[config.mk]
export PLATFORM = sky130hd
export DESIGN_NAME = mem_port_b_arbiter
export DESIGN_NICKNAME = d
export VERILOG_FILES = /design/src/rtl/mem_port_b_arbiter_pkg.sv /design/src/rtl/mem_port_b_arbiter_read_tag_pipe.sv /design/src/rtl/mem_port_b_arbiter.sv
export SDC_FILE = /design/constraint.sdc
export NUM_CORES = 1
export LEC_CHECK = 0
export BUFFER_PORTS_ARGS = -buffer_cell sky130_fd_sc_hd__buf_2
export CAP_MARGIN = 0
export CORE_ASPECT_RATIO = 1.25
export CORE_MARGIN = 2
export CORE_UTILIZATION = 30
export CTS_BUF_LIST = sky130_fd_sc_hd__clkbuf_8
export DETAILED_ROUTE_END_ITERATION = 8
export PLACE_DENSITY_LB_ADDON = 0.1
export SETUP_SLACK_MARGIN = 0.4
export SLEW_MARGIN = 20
export SYNTH_ARGS = -nofsm -noshare
export SYNTH_HDL_FRONTEND = slang
export SYNTH_SLANG_ARGS = --single-unit
[constraint.sdc]
create_clock -name clk -period 3.8 [get_ports clk]
set_input_delay 1.14 -clock clk [delete_from_list [all_inputs] [get_ports clk]]
set_output_delay 1.14 -clock clk [all_outputs]
set_load 0.01 [all_outputs]
[src/rtl/mem_port_b_arbiter_pkg.sv]
// Shared definitions for the RAM port-B arbiter: system bus widths and
// the read-return tag encoding carried through the tag pipeline.
package mem_port_b_arbiter_pkg;

    localparam int unsigned SYS_ADDR_WIDTH = 16;
    localparam int unsigned SYS_DATA_WIDTH = 16;

    // Owner of a read in flight; NONE marks writes and idle cycles.
    typedef enum logic [1:0] {
        TAG_NONE = 2'd0,
        TAG_VGA  = 2'd1,
        TAG_AUX  = 2'd2
    } tag_t;

    typedef enum logic [1:0] {
        SEL_NONE = 2'd0,
        SEL_VGA  = 2'd1,
        SEL_AUX  = 2'd2
    } sel_t;

endpackage

[src/rtl/mem_port_b_arbiter_read_tag_pipe.sv]
// Fixed-depth shift register of read-return tags, matched to the RAM read
// latency so the tag at the output identifies the owner of mem_rdata.
module read_tag_pipe
    import mem_port_b_arbiter_pkg::*;
#(
    parameter int unsigned DEPTH = 1
) (
    input  logic clk,
    input  logic clear,
    input  tag_t tag_in,
    output tag_t tag_out
);

    tag_t stages [DEPTH];

    always_ff @(posedge clk) begin
        if (clear) begin
            for (int unsigned i = 0; i < DEPTH; i++) begin
                stages[i] <= TAG_NONE;
            end
        end else begin
            stages[0] <= tag_in;
            for (int unsigned i = 1; i < DEPTH; i++) begin
                stages[i] <= stages[i-1];
            end
        end
    end

    assign tag_out = stages[DEPTH-1];

endmodule

[src/rtl/mem_port_b_arbiter.sv]
// RAM port-B arbiter: VGA fetcher has priority, the aux master is served when
// VGA is idle or when its starvation counter saturates. Read data is steered by tag.
module mem_port_b_arbiter
    import mem_port_b_arbiter_pkg::*;
#(
    parameter int unsigned ADDR_WIDTH = SYS_ADDR_WIDTH,
    parameter int unsigned DATA_WIDTH = SYS_DATA_WIDTH,
    parameter int unsigned RD_LATENCY = 1,
    parameter int unsigned MAX_WAIT   = 8
) (
    input  logic                  clk,
    input  logic                  reset,
    input  logic                  vga_req,
    input  logic [ADDR_WIDTH-1:0] vga_addr,
    output logic                  vga_gnt,
    output logic                  vga_rvalid,
    output logic [DATA_WIDTH-1:0] vga_rdata,
    input  logic                  aux_req,
    input  logic [ADDR_WIDTH-1:0] aux_addr,
    input  logic                  aux_we,
    input  logic [DATA_WIDTH-1:0] aux_wdata,
    output logic                  aux_gnt,
    output logic                  aux_rvalid,
    output logic [DATA_WIDTH-1:0] aux_rdata,
    output logic [ADDR_WIDTH-1:0] mem_addr,
    output logic                  mem_we,
    output logic [DATA_WIDTH-1:0] mem_wdata,
    input  logic [DATA_WIDTH-1:0] mem_rdata
);

    localparam int unsigned WAIT_W = $clog2(MAX_WAIT + 1);
    localparam logic [WAIT_W-1:0] WAIT_MAX = WAIT_W'(MAX_WAIT);

    logic [WAIT_W-1:0]     wait_cnt;
    sel_t                  sel;
    tag_t                  tag_in;
    tag_t                  tag_out;
    logic [DATA_WIDTH-1:0] vga_rdata_q;
    logic [DATA_WIDTH-1:0] aux_rdata_q;

    // Grant decision; suppressed during reset so the port is quiet.
    always_comb begin
        sel = SEL_NONE;
        if (!reset) begin
            if (aux_req && (wait_cnt == WAIT_MAX)) begin
                sel = SEL_AUX;
            end else if (vga_req) begin
                sel = SEL_VGA;
            end else if (aux_req) begin
                sel = SEL_AUX;
            end
        end
    end

    always_comb begin
        vga_gnt   = 1'b0;
        aux_gnt   = 1'b0;
        mem_addr  = '0;
        mem_we    = 1'b0;
        mem_wdata = '0;
        tag_in    = TAG_NONE;
        case (sel)
            SEL_VGA: begin
                vga_gnt  = 1'b1;
                mem_addr = vga_addr;
                tag_in   = TAG_VGA;
            end
            SEL_AUX: begin
                aux_gnt   = 1'b1;
                mem_addr  = aux_addr;
                mem_we    = aux_we;
                mem_wdata = aux_wdata;
                tag_in    = aux_we ? TAG_NONE : TAG_AUX;
            end
            default: ;
        endcase
    end

    always_ff @(posedge clk) begin
        if (reset) begin
            wait_cnt <= '0;
        end else if (!aux_req || aux_gnt) begin
            wait_cnt <= '0;
        end else if (wait_cnt != WAIT_MAX) begin
            wait_cnt <= wait_cnt + 1'b1;
        end
    end

    read_tag_pipe #(
        .DEPTH (RD_LATENCY)
    ) u_tag_pipe (
        .clk     (clk),
        .clear   (reset),
        .tag_in  (tag_in),
        .tag_out (tag_out)
    );

    // Returned word passes straight through on its valid cycle and is held
    // afterwards, so rvalid lines up exactly RD_LATENCY cycles after the grant.
    always_comb begin
        vga_rvalid = !reset && (tag_out == TAG_VGA);
        aux_rvalid = !reset && (tag_out == TAG_AUX);
        vga_rdata  = reset ? '0 : (vga_rvalid ? mem_rdata : vga_rdata_q);
        aux_rdata  = reset ? '0 : (aux_rvalid ? mem_rdata : aux_rdata_q);
    end

    always_ff @(posedge clk) begin
        if (reset) begin
            vga_rdata_q <= '0;
            aux_rdata_q <= '0;
        end else begin
            if (vga_rvalid) vga_rdata_q <= mem_rdata;
            if (aux_rvalid) aux_rdata_q <= mem_rdata;
        end
    end

    a_single_grant: assert property (@(posedge clk) !(vga_gnt && aux_gnt));

endmodule

==> results of run 1 <==
-- cell type report --
class	instances	area, um^2	share of cell area, %
clock inverter	3	41.29	1.194
clock buffer	5	68.82	1.990
timing repair buffer	161	1104	31.91
inverter	3	11.26	0.3256
sequential	38	760.7	22.00
tap	85	106.4	3.075
multi-input combinational	173	1366	39.51
-- Yosys cell counts --
master / count / area, um^2
buf_1: 1 / 3.750
clkbuf_2: 2 / 10.01
clkbuf_1: 6 / 22.52
dfxtp_1: 38 / 760.7
nand3b_1: 2 / 15.01
or2_4: 1 / 8.760
nor2b_1: 1 / 6.260
nor3_2: 1 / 10.01
and3b_1: 2 / 17.52
ha_1: 6 / 75.07
buf_2: 8 / 40.04
and2_1: 17 / 106.4
nand2_1: 35 / 131.4
xor2_1: 1 / 8.760
xnor2_1: 2 / 17.52
o21ai_0: 24 / 120.1
a22oi_1: 16 / 120.1
nor3b_1: 1 / 7.510
o21ai_1: 8 / 40.04
a21o_1: 1 / 7.510
nand2b_1: 32 / 200.2
nor3b_2: 2 / 25.02
a21oi_1: 1 / 5.000
inv_1: 3 / 11.26
nand2b_4: 1 / 13.76
nand3_1: 1 / 5.000
nor2_1: 18 / 67.56
-- power by group through the flow --
stage / Combinational (mW) / Clock (mW) / Sequential (mW)
6_report: 0.194 / 0.333 / 0.410
3_5_place_dp: 0.142 / 0 / 0.420
4_1_cts: 0.171 / 0.345 / 0.410
2_1_floorplan: 0.0852 / 0 / 0.419
5_1_grt: 0.210 / 0.362 / 0.411
3_3_place_gp: 0.142 / 0 / 0.419
-- path summary, 6_finish.rpt --
kind,from,endpoint,slack [ns],cells past startpoint
worst max register to register,wait_cnt[0]$_SDFFE_PP0P_,wait_cnt[2]$_SDFFE_PP0P_,1.88,9
worst min register to register,vga_rdata_q[9]$_DFF_P_,vga_rdata_q[9]$_DFF_P_,0.47,2
worst min-delay path,vga_rdata_q[9]$_DFF_P_,vga_rdata_q[9]$_DFF_P_,0.47,2
worst max-delay path,reset,mem_addr[15],0.33,9
-- sequential cells by signal, indices dropped and copies added, names as in the netlist --
register           count
vga_rdata_q           16
wait_cnt               4
u_tag_pipe.stages      2
aux_rdata_q           16
-- routing by layer --
layer	share of wire, %	global-route usage [%]	up-vias
met5	0	0	-
met4	0.89	4.911	0
met3	8.4	4.286	4
met2	53	26.99	82
met1	38	15.35	931
li1	-	-	1063
-- repair_timing --
| item | 4_1_cts | 5_1_grt |
|---|---|---|
| setup endpoints to repair | 48 | 48 |
| cloned | 1 | 4 |
| buffers inserted | 9 | 4 |
| resized for setup | 25 | 68 |
| pin swaps | 19 | 21 |
-- logic make-up (layout without fill, tap and decap cells) --
family                   after synthesis  count (layout)  synth area share, %
AND/OR/NAND/NOR                      114             114                33.09
AO/OA/AOI/OAI                         50              50                15.77
flip-flops                            38              38                40.97
buffers and inverters                 20             172                4.717
adder cells (fa/ha/maj)                6               6                4.043
XOR/XNOR                               3               3                1.415
-- metrics by stage --
step | utilization [%] | cell area, um^2
detailed placement | 45.76 | 2785
global placement | 45.76 | 2785
floorplan | - | 2068
finish | 56.83 | 3458
CTS | 51.30 | 3122
global route | 56.83 | 3458
-- worst register-to-register path, cell delays in order (launching register included) --
cell	delay (ns)
dfxtp_1	0.36
inv_1	0.08
ha_1	0.20
and3b_1	0.24
nand2_1	0.10
nand3b_1	0.10
buf_4	0.15
ha_4	0.20
or2_4	0.29
nor3_2	0.14
==> results.sh, run 1 <==
export IMPL_intPower_uw=702.5
export IMPL_h_tree_depth=2
export IMPL_vias=2080
export IMPL_dp_hpwl_um=3782
export IMPL_hold_viol=0
export IMPL_avgSynthCellArea_um2=8.038
export IMPL_post_route_min_period_ns=3.472
export IMPL_cts_buffers=5
export IMPL_io_buffers=137
export IMPL_fin_cells=468
export IMPL_setup_viol=0
export IMPL_grt_pass1_wl_um=7935
export IMPL_critical_path_max_stage_delay_ns=0.19
export IMPL_final_common_cell="buf_2"
export IMPL_startpoint_type="input pin"
export IMPL_dieHeight_um=91.96
export IMPL_nNetsFinal=457
export IMPL_drc_errors=0
export IMPL_crit_top_cell="buf_8"
export IMPL_synth_nets=306
export IMPL_io_pins=138
export IMPL_outcome="complete, no violations"
export IMPL_p_leak_nw=1.671
export IMPL_synth_area_um2=1857
export IMPL_p_seq_share_pct=43.8
export IMPL_die_area_um2=6839
export IMPL_hold_class="flop to flop"
export IMPL_switchingPower_uw=235.2
export IMPL_ant_nets=0
export IMPL_coreArea_um2=6086
export IMPL_path_buf_inv=4
export IMPL_rows=32
export IMPL_grt_usage_pct=14.67
export IMPL_wire_per_inst_um=12.66
export IMPL_gp_congestion=0.6886
export IMPL_grt_max_degree=34
export IMPL_start_util_pct=30.51
export IMPL_max_cap_violations=0
export IMPL_vias_per_cell=4.444
export IMPL_p_total_uw=937.7
export IMPL_slew_limit_headroom_pct=80.46
export IMPL_synthCells=231
export IMPL_tightest_slew_ns=0.2901
export IMPL_grt_overflow=0
export IMPL_placed_cells=442
export IMPL_drt_iter0_markers=38
export IMPL_p_per_area_nw_per_um2=271.1
export IMPL_path_clk_slew_ns=0.07
export IMPL_crit_type="input pin to primary output"
export IMPL_layout_drive_gt1_share_pct=60.84
export IMPL_critPathSlowestCell="a21o_1"
export IMPL_arrival_ns=2.33
export IMPL_diodes=0
export IMPL_setup_tns_ns=0
export IMPL_crit_family="buffers and inverters"
export IMPL_ys_warn_count=0
export IMPL_ys_seq_elements=38
export IMPL_post_route_period_util_pct=91.38
export IMPL_clk_latency_ns=0.28
export IMPL_layout_common_cells="126 x buf_2, 38 x dfxtp_1, 32 x nand2b_1, 20 x nand2_1, 17 x and2_1"
export IMPL_power_frac_clock_pct=35.5
export IMPL_fp_dieW_um=74.37
export IMPL_drv_slew=0
export IMPL_seq_area_frac_synth_pct=40.97
export IMPL_worstPathMaxFanout=8
export IMPL_critPathCaptureType="primary output"
export IMPL_setup_ws_ns=0.3275
export IMPL_cts_tree="built"
export IMPL_hold_buffers=0
export IMPL_n_fill_cell=579
export IMPL_rsz0062_at_grt="true"
export IMPL_cts_sinks=38
export IMPL_fmax_ghz=0.2880
export IMPL_synthToLayoutAreaGrowth_pct=86.25
export IMPL_combPwrFrac_pct=20.7
export IMPL_clk_root_buffer_cell="clkbuf_8"
export IMPL_finClkSkew_ns=0.003605
export IMPL_ys_types=27
export IMPL_firstDrtPassIters=4
export IMPL_first_global_vias=1804
export IMPL_path_cells="buf_8 -> nand2b_4 -> a21o_1 -> buf_6 -> ha_4 -> buf_8 -> a22oi_1 -> nor2_1 -> buf_2"
export IMPL_clk_path_buf_depth=2
export IMPL_switching_share_pct=25.09
export IMPL_worst_hold_slack_ns=0.4680
export IMPL_vdd_drop_max_mv=0.2057
export IMPL_antenna_found_initial=0
export IMPL_totalWireLength_um=5923
export IMPL_post_place_ws_ns=0.1532
export IMPL_worstPathRequired_ns=2.66
Power figures use the tool's default switching activity.
==> inputs of run 2 (changes only) <==
--- a/config.mk
+++ b/config.mk
@@ -17,4 +17,5 @@
 export SLEW_MARGIN = 20
 export SYNTH_ARGS = -nofsm -noshare
 export SYNTH_HDL_FRONTEND = slang
+export SYNTH_HIERARCHICAL = 1
 export SYNTH_SLANG_ARGS = --single-unit
==> results.sh, run 2 <==
export IMPL_h_tree_depth=2
export IMPL_startpoint_type="input pin"
export IMPL_first_global_vias=1828
export IMPL_coreArea_um2=5857
export IMPL_worstPathRequired_ns=2.66
export IMPL_slew_limit_headroom_pct=52.06
export IMPL_drv_slew=0
export IMPL_vias_per_cell=4.382
export IMPL_post_route_period_util_pct=91.78
export IMPL_crit_type="input pin to primary output"
export IMPL_r2r_cells=8
export IMPL_firstDrtPassIters=4
export IMPL_die_area_um2=6786
export IMPL_critPathCaptureType="primary output"
export IMPL_dieHeight_um=91.60
export IMPL_start_util_pct=31.45
export IMPL_multi_input_area_um2=1112
export IMPL_grt_max_degree=19
export IMPL_grt_pass1_wl_um=8162
export IMPL_nNetsFinal=450
export IMPL_p_leak_nw=1.389
export IMPL_wire_per_inst_um=12.00
export IMPL_synth_nets=313
export IMPL_avgSynthCellArea_um2=7.739
export IMPL_min_path_cells=2
export IMPL_grt_usage_pct=15.39
export IMPL_final_common_cell="buf_2"
export IMPL_max_cap_violations=0
export IMPL_finClkSkew_ns=0.004293
export IMPL_synth_area_um2=1842
export IMPL_yosysMostFrequentCell="nand2_1"
export IMPL_post_route_min_period_ns=3.488
export IMPL_synth_largest_area_cell="dfxtp_1"
export IMPL_clk_path_buf_depth=2
export IMPL_ys_top_cells_by_count="67 x nand2_1, 38 x dfxtp_1, 33 x a21oi_1"
export IMPL_clk_latency_ns=0.28
export IMPL_gp_congestion=0.7576
export IMPL_cts_buffers=5
export IMPL_cts_sinks=38
export IMPL_clk_root_buffer_cell="clkbuf_8"
export IMPL_synthToLayoutAreaGrowth_pct=60.33
export IMPL_yosys_top_cells_area="dfxtp_1 41%, nand2_1 14%, a21oi_1 9.0%, a22oi_1 6.5%, and2_1 5.8%"
export IMPL_cts_tree="built"
export IMPL_drt_iter0_markers=54
export IMPL_layout_drive_gt1_share_pct=49.73
export IMPL_worstPathMaxFanout=17
export IMPL_dp_hpwl_um=4098
export IMPL_io_buffers=137
export IMPL_setup_tns_ns=0
export IMPL_synthCells=238
export IMPL_synth_top_area_share_pct=41.30
export IMPL_tightest_slew_ns=0.7191
export IMPL_placed_cell_area_um2=2701
export IMPL_register_area_um2=762.0
export IMPL_rsz0062_at_grt="true"
export IMPL_fp_dieW_um=74.08
export IMPL_diodes=0
export IMPL_outcome="complete, no violations"
export IMPL_n_fill_cell=610
export IMPL_io_pins=138
export IMPL_path_clk_slew_ns=0.07
export IMPL_p_per_area_nw_per_um2=287.5
export IMPL_arrival_ns=2.35
export IMPL_reg_top3="aux_rdata_q (16), vga_rdata_q (16), wait_cnt (4)"
export IMPL_synth_edff_count=0
export IMPL_drc_errors=0
export IMPL_antenna_found_initial=0
export IMPL_hold_viol=0
export IMPL_setup_viol=0
export IMPL_reg2reg_slack_ns=1.92
export IMPL_ys_flop_type="dfxtp_1"
export IMPL_ys_seq_elements=38
export IMPL_design_area_um2=2953
export IMPL_ant_nets=0
export IMPL_vdd_drop_max_mv=0.1160
export IMPL_layout_common_cells="130 x buf_2, 66 x nand2_1, 37 x dfxtp_1, 33 x a21oi_1, 17 x and2_1"
export IMPL_ys_types=24
export IMPL_rows=31
export IMPL_fmax_ghz=0.2867
export IMPL_grt_overflow=0
export IMPL_vias=2007
export IMPL_ys_warn_count=6
export IMPL_seq_area_frac_synth_pct=41.30
export IMPL_synthArstFlopShare_pct=0
export IMPL_totalWireLength_um=5498
export IMPL_hold_class="flop to flop"
==> run 2: changes by cell type after synthesis, sizes merged, moves of 3 or more <==
| cell | delta |
|---|---|
| a21oi | +32 |
| nand2 | +32 |
| o21ai | -32 |
| nand2b | -30 |
| buf | +5 |
| nor2b | +4 |
| clkbuf | -3 |
| nor3b | -3 |
==> run 2: final timing paths <==
kind,from,to
setup / recovery,reset,mem_addr[3]
setup reg to reg,wait_cnt[1]$_SDFFE_PP0P_,wait_cnt[2]$_SDFFE_PP0P_
hold / removal,vga_rdata_q[2]$_DFF_P_,vga_rdata_q[2]$_DFF_P_
hold reg to reg,vga_rdata_q[2]$_DFF_P_,vga_rdata_q[2]$_DFF_P_
==> run 2: per-layer routing <==
layer,vias to the layer above,GRT usage [%],routed length [um]
met5,-,0,0
met2,100,25.07,2550
met1,855,18.64,2369
li1,1044,-,-
met3,8,4.550,480
met4,0,5.909,98
==> run 2: final cells by class <==
cell class / instances / share of cell area, %
tap: 82 / 3.475
sequential: 38 / 25.81
timing repair buffer: 149 / 29.58
clock buffer: 6 / 2.797
multi-input combinational: 178 / 37.67
inverter: 3 / 0.3814
clock inverter: 2 / 0.2966
==> run 2: power breakdown <==
part	internal, mW	switching (mW)
Combinational	0.0787	0.0818
Clock	0.144	0.135
Sequential	0.407	0.00293
Total	0.629	0.220
==> run 2: logic make-up (layout without fill, tap and decap cells) <==
family,after synthesis,after routing,synth area share (%)
compound gates,50,50,15.90
xor+xnor,3,3,1.427
fa+ha+maj,6,6,4.076
buf+inv,22,160,7.608
flops,38,38,41.30
simple gates,119,119,29.69
==> run 2: metrics by stage <==
| step | hold WS (ns) | utilization (%) | cells | setup WS, ns | total power, mW |
|---|---|---|---|---|---|
| 3_3_place_gp | 0.4450 | 46.12 | 443 | 0.2147 | 0.5656 |
| 5_1_grt | 0.4710 | 50.42 | 458 | 0.2478 | 0.8939 |
| 4_1_cts | 0.4622 | 48.90 | 455 | 0.3496 | 0.8563 |
| 2_1_floorplan | 0.4581 | - | 238 | 0.3897 | 0.5076 |
| 3_5_place_dp | 0.4514 | 46.12 | 443 | 0.1948 | 0.5662 |
| 6_report | 0.4585 | 50.42 | 458 | 0.3122 | 0.8489 |
==> run 2: critical path, stage by stage <==
cell	delay, ns
buf_8	0.10
nand2b_4	0.13
a21o_1	0.19
buf_4	0.15
ha_4	0.23
a22oi_2	0.21
nor2_4	0.05
buf_2	0.13
==> run 2: repair_timing <==
action / in CTS / in global routing
hold buffers: 0 / 0
gates cloned: 1 / 1
setup buffers: 3 / 2
pin swaps: 3 / 16
hold endpoints to repair: 0 / 0
gates resized for setup: 8 / 11
endpoints found under the setup margin: 33 / 16
